[src/rtl/io1bidir_pad_ctrl_pkg.sv]
// Shared definitions for the single-bit bidirectional pad controller:
// mode encodings, controller states and config word field offsets.
package io_pad_pkg;

    localparam logic [1:0] MODE_OFF  = 2'b00;
    localparam logic [1:0] MODE_IN   = 2'b01;
    localparam logic [1:0] MODE_OUT  = 2'b10;
    localparam logic [1:0] MODE_RSVD = 2'b11;

    // Config word layout: [1:0] mode, [3:2] output track select.
    localparam int CFG_W        = 4;
    localparam int CFG_MODE_LSB = 0;
    localparam int CFG_SEL_LSB  = 2;

    typedef enum logic [1:0] {
        ST_OFF,
        ST_IN,
        ST_OUT,
        ST_DRAIN
    } pad_state_e;

    // Requested mode to target state; the reserved encoding behaves as OFF.
    function automatic pad_state_e mode_to_state(input logic [1:0] m);
        case (m)
            MODE_IN:  return ST_IN;
            MODE_OUT: return ST_OUT;
            default:  return ST_OFF;
        endcase
    endfunction

    // State to externally reported mode; DRAIN reports OFF.
    function automatic logic [1:0] state_to_mode(input pad_state_e s);
        case (s)
            ST_IN:   return MODE_IN;
            ST_OUT:  return MODE_OUT;
            default: return MODE_OFF;
        endcase
    endfunction

endpackage

[src/rtl/io1bidir_pad_ctrl_if.sv]
// Config bus between the IO tile and the pad controller: a valid/ready
// word transfer plus a one-cycle error pulse back to the requester.
interface io1bidir_pad_ctrl_if;
    import io_pad_pkg::*;

    logic             cfg_valid;
    logic [CFG_W-1:0] cfg_data;
    logic             cfg_ready;
    logic             cfg_err;

    modport master (output cfg_valid, output cfg_data, input cfg_ready, input cfg_err);
    modport slave  (input cfg_valid, input cfg_data, output cfg_ready, output cfg_err);

endinterface

[src/rtl/io1bidir_pad_ctrl_io_sync2.sv]
// Two-flop synchronizer for the asynchronous pad input; clocks every cycle
// regardless of pad mode so it is already settled when input mode starts.
module io_sync2 (
    input  logic clk,
    input  logic rst,
    input  logic d,
    output logic q
);

    logic meta;

    // Shift the pad value through two flops; rst clears both.
    always_ff @(posedge clk) begin
        // NOTE: clocked state uses non-blocking (<=) so q takes the pre-edge meta, giving two real stages.
        if (rst) begin
            meta <= 1'b0;
            q    <= 1'b0;
        end else begin
            meta <= d;
            q    <= meta;
        end
    end

endmodule

[src/rtl/io1bidir_pad_ctrl.sv]
// Run-time sequencer for one bidirectional IO pad. Holds off/in/out mode and
// the output track select, forces a tristate turnaround whenever the pad
// leaves output mode, fans the synchronized pad value out to four tracks in
// input mode and drives the selected track onto the pad in output mode.
module io1bidir_pad_ctrl
    import io_pad_pkg::*;
#(
    parameter int unsigned TURNAROUND = 2   // tristate cycles after leaving OUT, 1..15
) (
    input  logic                      clk,
    input  logic                      rst,
    io1bidir_pad_ctrl_if.slave        cfg_bus,
    input  logic [3:0]                track_in,
    input  logic                      pad_in,
    output logic                      pad_out,
    output logic                      pad_oe,
    output logic                      pin_0,
    output logic                      pin_1,
    output logic                      pin_2,
    output logic                      pin_3,
    output logic [1:0]                mode
);

    localparam logic [3:0] DRAIN_LOAD = 4'(TURNAROUND);

    pad_state_e state, state_nxt;
    pad_state_e target, target_nxt;
    logic [3:0] drain_cnt, drain_cnt_nxt;
    logic [1:0] sel;
    logic [1:0] prime_cnt;
    logic       accept;
    logic [1:0] cfg_mode;
    logic [1:0] cfg_sel;
    pad_state_e req_state;
    logic       sync_q;
    logic       pin_val;

    assign cfg_mode  = cfg_bus.cfg_data[CFG_MODE_LSB +: 2];
    assign cfg_sel   = cfg_bus.cfg_data[CFG_SEL_LSB +: 2];
    assign req_state = mode_to_state(cfg_mode);

    // A word is only taken outside DRAIN; anything offered during DRAIN is simply not accepted.
    assign cfg_bus.cfg_ready = (state != ST_DRAIN);
    assign accept            = cfg_bus.cfg_valid && cfg_bus.cfg_ready;
    assign mode              = state_to_mode(state);

    io_sync2 u_sync (
        .clk (clk),
        .rst (rst),
        .d   (pad_in),
        .q   (sync_q)
    );

    // State register: controller state, turnaround counter and pending target.
    always_ff @(posedge clk) begin
        if (rst) begin
            state     <= ST_OFF;
            target    <= ST_OFF;
            drain_cnt <= 4'd0;
        end else begin
            state     <= state_nxt;
            target    <= target_nxt;
            drain_cnt <= drain_cnt_nxt;
        end
    end

    // Next-state logic: leaving OUT for anything else goes through DRAIN first.
    always_comb begin
        // NOTE: every always_comb output gets a default first so no path leaves one unassigned (no latch).
        state_nxt     = state;
        target_nxt    = target;
        drain_cnt_nxt = drain_cnt;
        case (state)
            ST_DRAIN: begin
                if (drain_cnt <= 4'd1) begin
                    state_nxt = target;
                end else begin
                    drain_cnt_nxt = drain_cnt - 4'd1;
                end
            end
            ST_OUT: begin
                if (accept && (req_state != ST_OUT)) begin
                    state_nxt     = ST_DRAIN;
                    target_nxt    = req_state;
                    drain_cnt_nxt = DRAIN_LOAD;
                end
            end
            default: begin
                if (accept) begin
                    state_nxt = req_state;
                end
            end
        endcase
    end

    // Datapath registers: track select, pad drive/enable, error pulse, input priming.
    always_ff @(posedge clk) begin
        if (rst) begin
            sel       <= 2'd0;
            pad_oe    <= 1'b0;
            pad_out   <= 1'b0;
            prime_cnt <= 2'd0;
            cfg_bus.cfg_err <= 1'b0;
        end else begin
            if (accept) begin
                sel <= cfg_sel;
            end
            // Enable follows the next state so it changes together with state.
            pad_oe  <= (state_nxt == ST_OUT);
            pad_out <= (state == ST_OUT) ? track_in[sel] : 1'b0;
            cfg_bus.cfg_err <= accept && (cfg_mode == MODE_RSVD);
            // Count IN cycles up to 2; restart whenever IN is (re)entered or left.
            if ((state != ST_IN) || (state_nxt != ST_IN)) begin
                prime_cnt <= 2'd0;
            end else if (prime_cnt != 2'd2) begin
                prime_cnt <= prime_cnt + 2'd1;
            end
        end
    end

    assign pin_val = (state == ST_IN) && (prime_cnt == 2'd2) && sync_q;
    assign pin_0   = pin_val;
    assign pin_1   = pin_val;
    assign pin_2   = pin_val;
    assign pin_3   = pin_val;

endmodule

[src/flat_wrapper.sv]
// flat-port wrapper written by rule: the top's interface ports become plain ports
module io1bidir_pad_ctrl_flat import io_pad_pkg::*;
#(
    parameter int unsigned TURNAROUND = 2                                              
)
  (clk, rst, track_in, pad_in, pad_out, pad_oe, pin_0, pin_1, pin_2, pin_3, mode, cfg_bus_cfg_valid, cfg_bus_cfg_data, cfg_bus_cfg_ready, cfg_bus_cfg_err);
  io1bidir_pad_ctrl_if cfg_bus_i ();
  input  logic clk;
  input  logic rst;
  input  logic [3:0] track_in;
  input  logic pad_in;
  output logic pad_out;
  output logic pad_oe;
  output logic pin_0;
  output logic pin_1;
  output logic pin_2;
  output logic pin_3;
  output logic [1:0] mode;
  input wire logic [$bits(cfg_bus_i.cfg_valid)-1:0] cfg_bus_cfg_valid;
  input wire logic [$bits(cfg_bus_i.cfg_data)-1:0] cfg_bus_cfg_data;
  output wire logic [$bits(cfg_bus_i.cfg_ready)-1:0] cfg_bus_cfg_ready;
  output wire logic [$bits(cfg_bus_i.cfg_err)-1:0] cfg_bus_cfg_err;
  assign cfg_bus_i.cfg_valid = cfg_bus_cfg_valid;
  assign cfg_bus_i.cfg_data = cfg_bus_cfg_data;
  assign cfg_bus_cfg_ready = cfg_bus_i.cfg_ready;
  assign cfg_bus_cfg_err = cfg_bus_i.cfg_err;
  io1bidir_pad_ctrl #(.TURNAROUND(TURNAROUND)) u_core (.clk(clk), .rst(rst), .cfg_bus(cfg_bus_i), .track_in(track_in), .pad_in(pad_in), .pad_out(pad_out), .pad_oe(pad_oe), .pin_0(pin_0), .pin_1(pin_1), .pin_2(pin_2), .pin_3(pin_3), .mode(mode));
endmodule
[config.mk]
export PLATFORM = sky130hd
export DESIGN_NAME = io1bidir_pad_ctrl_flat
export DESIGN_NICKNAME = d
export VERILOG_FILES = /design/src/rtl/io1bidir_pad_ctrl_pkg.sv /design/src/rtl/io1bidir_pad_ctrl_if.sv /design/src/rtl/io1bidir_pad_ctrl_io_sync2.sv /design/src/rtl/io1bidir_pad_ctrl.sv /design/src/flat_wrapper.sv
export SDC_FILE = /design/constraint.sdc
export NUM_CORES = 1
export LEC_CHECK = 0
export ABC_AREA = 1
export ABC_CLOCK_PERIOD_IN_PS = 2600
export CAP_MARGIN = 20
export CORE_UTILIZATION = 40
export DETAILED_ROUTE_END_ITERATION = 6
export PLACE_DENSITY = 0.76
export SLEW_MARGIN = 20
export SYNTH_ARGS = -nofsm -noshare
export SYNTH_HDL_FRONTEND = slang
export SYNTH_SLANG_ARGS = --single-unit
[constraint.sdc]
create_clock -name clk -period 2.6 [get_ports clk]
set_clock_uncertainty 0.2 [all_clocks]
set_input_delay 0.52 -clock clk [delete_from_list [all_inputs] [get_ports clk]]
set_output_delay 0.52 -clock clk [all_outputs]
set_load 0.01 [all_outputs]
# Word-level counts from Yosys, hierarchy flattened
# Cells that the tools add are included.
# classes
n_addsub	2
multipliers	0
div	0
order_cmp	2
n_eq_ne	15
shift	0
n_mux	11
n_bitwise	1
reduce_logical	11
# op_table
operator	n
$eq 2x2->1 const B	6
$pmux 2 s2	3
$mux 4	2
$ne 2x2->1 const B	4
$pmux 4 s2	1
$mux 2	3
$ne 2x1->1 const B	3
$logic_and 1x1->1	5
$eq 2x1->1 const B	2
$le 4x1->1 const B	1
$reduce_or 2->1	2
$sub 4x1->4 const B	1
$lt 2x3->1 const B	1
$reduce_and 3->1	1
$add 2x1->2 const B	1
$bmux 1 s2	1
$reduce_and 2->1	1
$reduce_bool 2->1	1
$logic_or 1x1->1	1
$mux 1	1
$not 1->1	1
# word_totals
ff_bits	17
latch_bits	0
ramBits	0
romBits	0
out_inout_bits	10
elab_cells	52
memories	0

# Logic depth before layout (Yosys ltp)
# logic_depth
depth_word	9
mapped_depth	11
depth_no_buf	11

# Hierarchy
# Synthesis repeated with hierarchy kept, for this count alone.
# hier_totals
cells_unflattened	110
hier_area_um2	812.0
# by_module_without_submodules
module	n_inst	cells_per_inst	area_per_inst_um2	seq_area_each_um2
io1bidir_pad_ctrl	1	104	757.0	300.3
io_sync2	1	6	55.1	40.0

# Worst setup path before layout
# OpenSTA, ideal clock, no wires.
# synth_path
kind	reg2out
from	register u_core.state[0]
to	output pin_1
t_arrival_ns	1.164
required_time_ns	1.880
setup_slack_ns	0.716
path_stages_with_launch	5
n_path_buf	1
path_cell_list	dfxtp_1 > inv_1 > nor2_1 > and3_1 > buf_4
# synth_between
elab_chain_len	3
# synth_rtl
item	line_no	rtl
start: declaration	io1bidir_pad_ctrl.sv:26	pad_state_e state, state_nxt;
start signal: assignment	io1bidir_pad_ctrl.sv:61	state <= state_nxt;
$eq 2x1->1	io1bidir_pad_ctrl.sv:121	assign pin_val = (state == ST_IN) && (prime_cnt == 2'd2) && sync_q;
$logic_and 1x1->1 (2 in series)	io1bidir_pad_ctrl.sv:121	
end: declaration	flat_wrapper.sv:15	output logic pin_1;
# Every way passes these cells.

# Worst setup path after layout
# layout_path
from	register u_core.state[0]
to	output pin_0
# layout_between
elab_chain_len	3
# layout_rtl
item	line_no	rtl
$eq 2x1->1	io1bidir_pad_ctrl.sv:121	
$logic_and 1x1->1 (2 in series)	io1bidir_pad_ctrl.sv:121	
end: declaration	flat_wrapper.sv:14	output logic pin_0;
# Every way passes these cells.

==> flow_metrics.tcl <==
set metrics [dict create \
    timing.hold.worst_path_depth 2 \
    floorplan.io_pins 22 \
    routed_wirelength_um 1660 \
    die_x_um 47.7 \
    regToRegSetupSlack_ps 1010 \
    cts_buffers 3 \
    insertion_delay_ps 290 \
    clk_pin_slew_ps 100 \
    overflow 0 \
    globalplace.congestion 0.779 \
    synth.avg_cell_area_um2 7.32 \
    drv_slew 0 \
    critPathRequiredTime_ps 1880 \
    tritoncts "yes" \
    setup_violations 0 \
    diodes 0 \
    max_vdd_drop_v 0.000238 \
    yosys_register_bits 17 \
    setup_tns_ps 0 \
    dieHeight_um 47.7 \
    slew_headroom_pct 80.5 \
    drive_above_1_share_pct 8.15 \
    port_buffers 21 \
    fin_crit_sh_pct 96.3 \
    synthToLayoutAreaGrowth_pct 28.3 \
    synth_cell_types 22 \
    global_route.usage.total_pct 16.5 \
    cts_hold_repair.buffers 0 \
    syn_nets 129 \
    worstPathMaxFanout 5 \
    core-area_um2 1960 \
    yosys_warnings 0 \
    crit_path_end_kind "primary output" \
    synth_instances 114 \
    synth.yosys.seq_area_share_pct 40.8 \
    postCtsSetupRepairBufs 0 \
    drtIter0Drc 16 \
    drt_drc_violations_left 0 \
    worst_hold_path_type "flop to flop" \
    leakage_nw 0.469 \
    maxClockFrequency_mhz 399 \
    grt_pass1_wl_um 2550 \
    floorplan.die_area_um2 2270 \
    critical_path_arrival_ps 1780 \
    first_global_vias 640 \
    starting_density_of_the_core_pct 42.5 \
    design.final.nets 151 \
    final_antenna_net_count 0 \
    htree_levels 1 \
    run_status "finished clean" \
    antenna_found_initial 0 \
    detailedRoute.firstPassIterationCount 7 \
    holdCritStartpoint "u_core.u_sync.meta" \
    hold_viol_final 0 \
    ctsResizeCount 0 \
    worstMarginPinSlew_ps 291 \
    min_to "u_core.u_sync.q" \
    cts.root.buffer_cell "sky130_fd_sc_hd__clkbuf_4" \
    fin_crit_ps 2500 \
    timing.setup.critical_path_class "flop to primary output" \
    vias 766 \
    clock_sinks 17 \
    largest_net_degree_at_the_start_of_global_routing 10 \
    post_synth_instance_area_um2 835 \
    unrepaired_setup_endpoints_after_global_routing "false" \
    row_count 16 \
    layout_commonest_cell "sky130_fd_sc_hd__nand2_1" \
    worstRegToRegCells 11 \
    post-route-util_pct 54.6 \
    viasPerCell 4.73 \
    place_hpwl_um 1300 \
    r2r_start "u_core.drain_cnt[0]" \
    reg2reg_to "u_core.prime_cnt[1]" \
    power_per_cell_area_nw_per_um2 461 \
    cap_violations 0 \
    most-common-layout-cells "sky130_fd_sc_hd__nand2_1, sky130_fd_sc_hd__clkdlybuf4s50_1, sky130_fd_sc_hd__inv_1, sky130_fd_sc_hd__nor2_1, sky130_fd_sc_hd__dfxtp_1" \
    wirelength_per_cell_um 10.2 \
    cts-root-to-sink-buffers 2 \
    start_kind "flop" \
]
## flip-flops by register name, summed over array words and instances (netlist names)
register / cells
u_core.drain_cnt: 4
u_core.prime_cnt: 2
u_core.sel: 2
u_core.state: 2
u_core.target: 2
u_core.cfg_bus.cfg_err: 1
u_core.pad_oe: 1
u_core.pad_out: 1
u_core.u_sync.meta: 1
u_core.u_sync.q: 1
## power by group
| group | total (mW) | internal [mW] | switching, mW |
|---|---|---|---|
| clock | 0.141 | 0.0596 | 0.0814 |
| sequential | 0.278 | 0.270 | 0.00767 |
| combinational | 0.0757 | 0.0370 | 0.0387 |
## per-stage QoR
step                      total power [mW]  worst slack, ps  cells  area (um2)  hold slack (ps)
after floorplan                      0.326              716    114         835              188
after global placement               0.357              460    158        1040              191
after detailed placement             0.359              419    158        1040              198
after CTS                            0.497             88.0    162        1070              211
after global routing                 0.520             1.27    162        1070              244
final                                0.494             96.9    162        1070              209
## synth_stat cells
cell type / instances / area (um2)
sky130_fd_sc_hd__nand2_2: 2 / 12.5
sky130_fd_sc_hd__nor2_4: 1 / 11.3
sky130_fd_sc_hd__nand3_1: 7 / 35.0
sky130_fd_sc_hd__nand2_4: 1 / 11.3
sky130_fd_sc_hd__nand2_1: 22 / 82.6
sky130_fd_sc_hd__nor2_1: 17 / 63.8
sky130_fd_sc_hd__nand3_4: 1 / 17.5
sky130_fd_sc_hd__inv_4: 1 / 6.26
sky130_fd_sc_hd__a31oi_1: 1 / 6.26
sky130_fd_sc_hd__ha_1: 3 / 37.5
sky130_fd_sc_hd__o21ai_0: 3 / 15.0
sky130_fd_sc_hd__a21oi_1: 10 / 50.1
sky130_fd_sc_hd__xor2_1: 1 / 8.76
sky130_fd_sc_hd__buf_4: 3 / 22.5
sky130_fd_sc_hd__nor4_1: 1 / 6.26
sky130_fd_sc_hd__and3_1: 1 / 6.26
sky130_fd_sc_hd__nand3_2: 1 / 10.0
sky130_fd_sc_hd__inv_2: 1 / 3.75
sky130_fd_sc_hd__dfxtp_1: 17 / 340
sky130_fd_sc_hd__inv_1: 17 / 63.8
sky130_fd_sc_hd__buf_6: 1 / 11.3
sky130_fd_sc_hd__nand4_1: 2 / 12.5
## layer usage
layer  vias to the layer above  track usage (%)  routed length, um
met4                         0             6.67                  6
met1                       348             20.9                782
li1                        400                -                  -
met3                         2             3.40                 46
met5                         -                0                  0
met2                        16             27.4                820
## cell type report
class | instances | area, um2
inverter | 19 | 73.8
clock buffer | 4 | 26.3
fill | 209 | 891
timing repair buffer | 21 | 210
sequential | 17 | 340
multi-input combinational | 74 | 387
tap | 27 | 33.8
## worst max-delay path, stage by stage (launching register included)
cell                              delay (ps)
sky130_fd_sc_hd__dfxtp_1                 460
sky130_fd_sc_hd__inv_1                    60
sky130_fd_sc_hd__nor2_1                  180
sky130_fd_sc_hd__and3_1                  240
sky130_fd_sc_hd__clkdlybuf4s50_1         560
## cell families (layout without fill, tap and decap cells)
group	count (synthesis)	in the layout	synth area share, %
and+or+nand+nor	56	56	32.2
buffers and inverters	23	44	12.9
DFF	17	17	40.8
AOI/OAI and AO/OA	14	14	8.55
adders and majority gates	3	3	4.50
xor gates and xnor gates	1	1	1.05
## worst max path at each step
stage | slack, ps | endpoint | depth (start not counted) | startpoint
5_1_grt | 1 | pin_2 | 4 | u_core.state[0]
3_3_place_gp | 460 | pin_1 | 4 | u_core.state[0]
2_1_floorplan | 720 | pin_1 | 4 | u_core.state[0]
3_5_place_dp | 420 | pin_0 | 4 | u_core.state[0]
4_1_cts | 90 | pin_0 | 4 | u_core.state[0]
6_report | 100 | pin_0 | 4 | u_core.state[0]
Power figures use the tool's default switching activity.
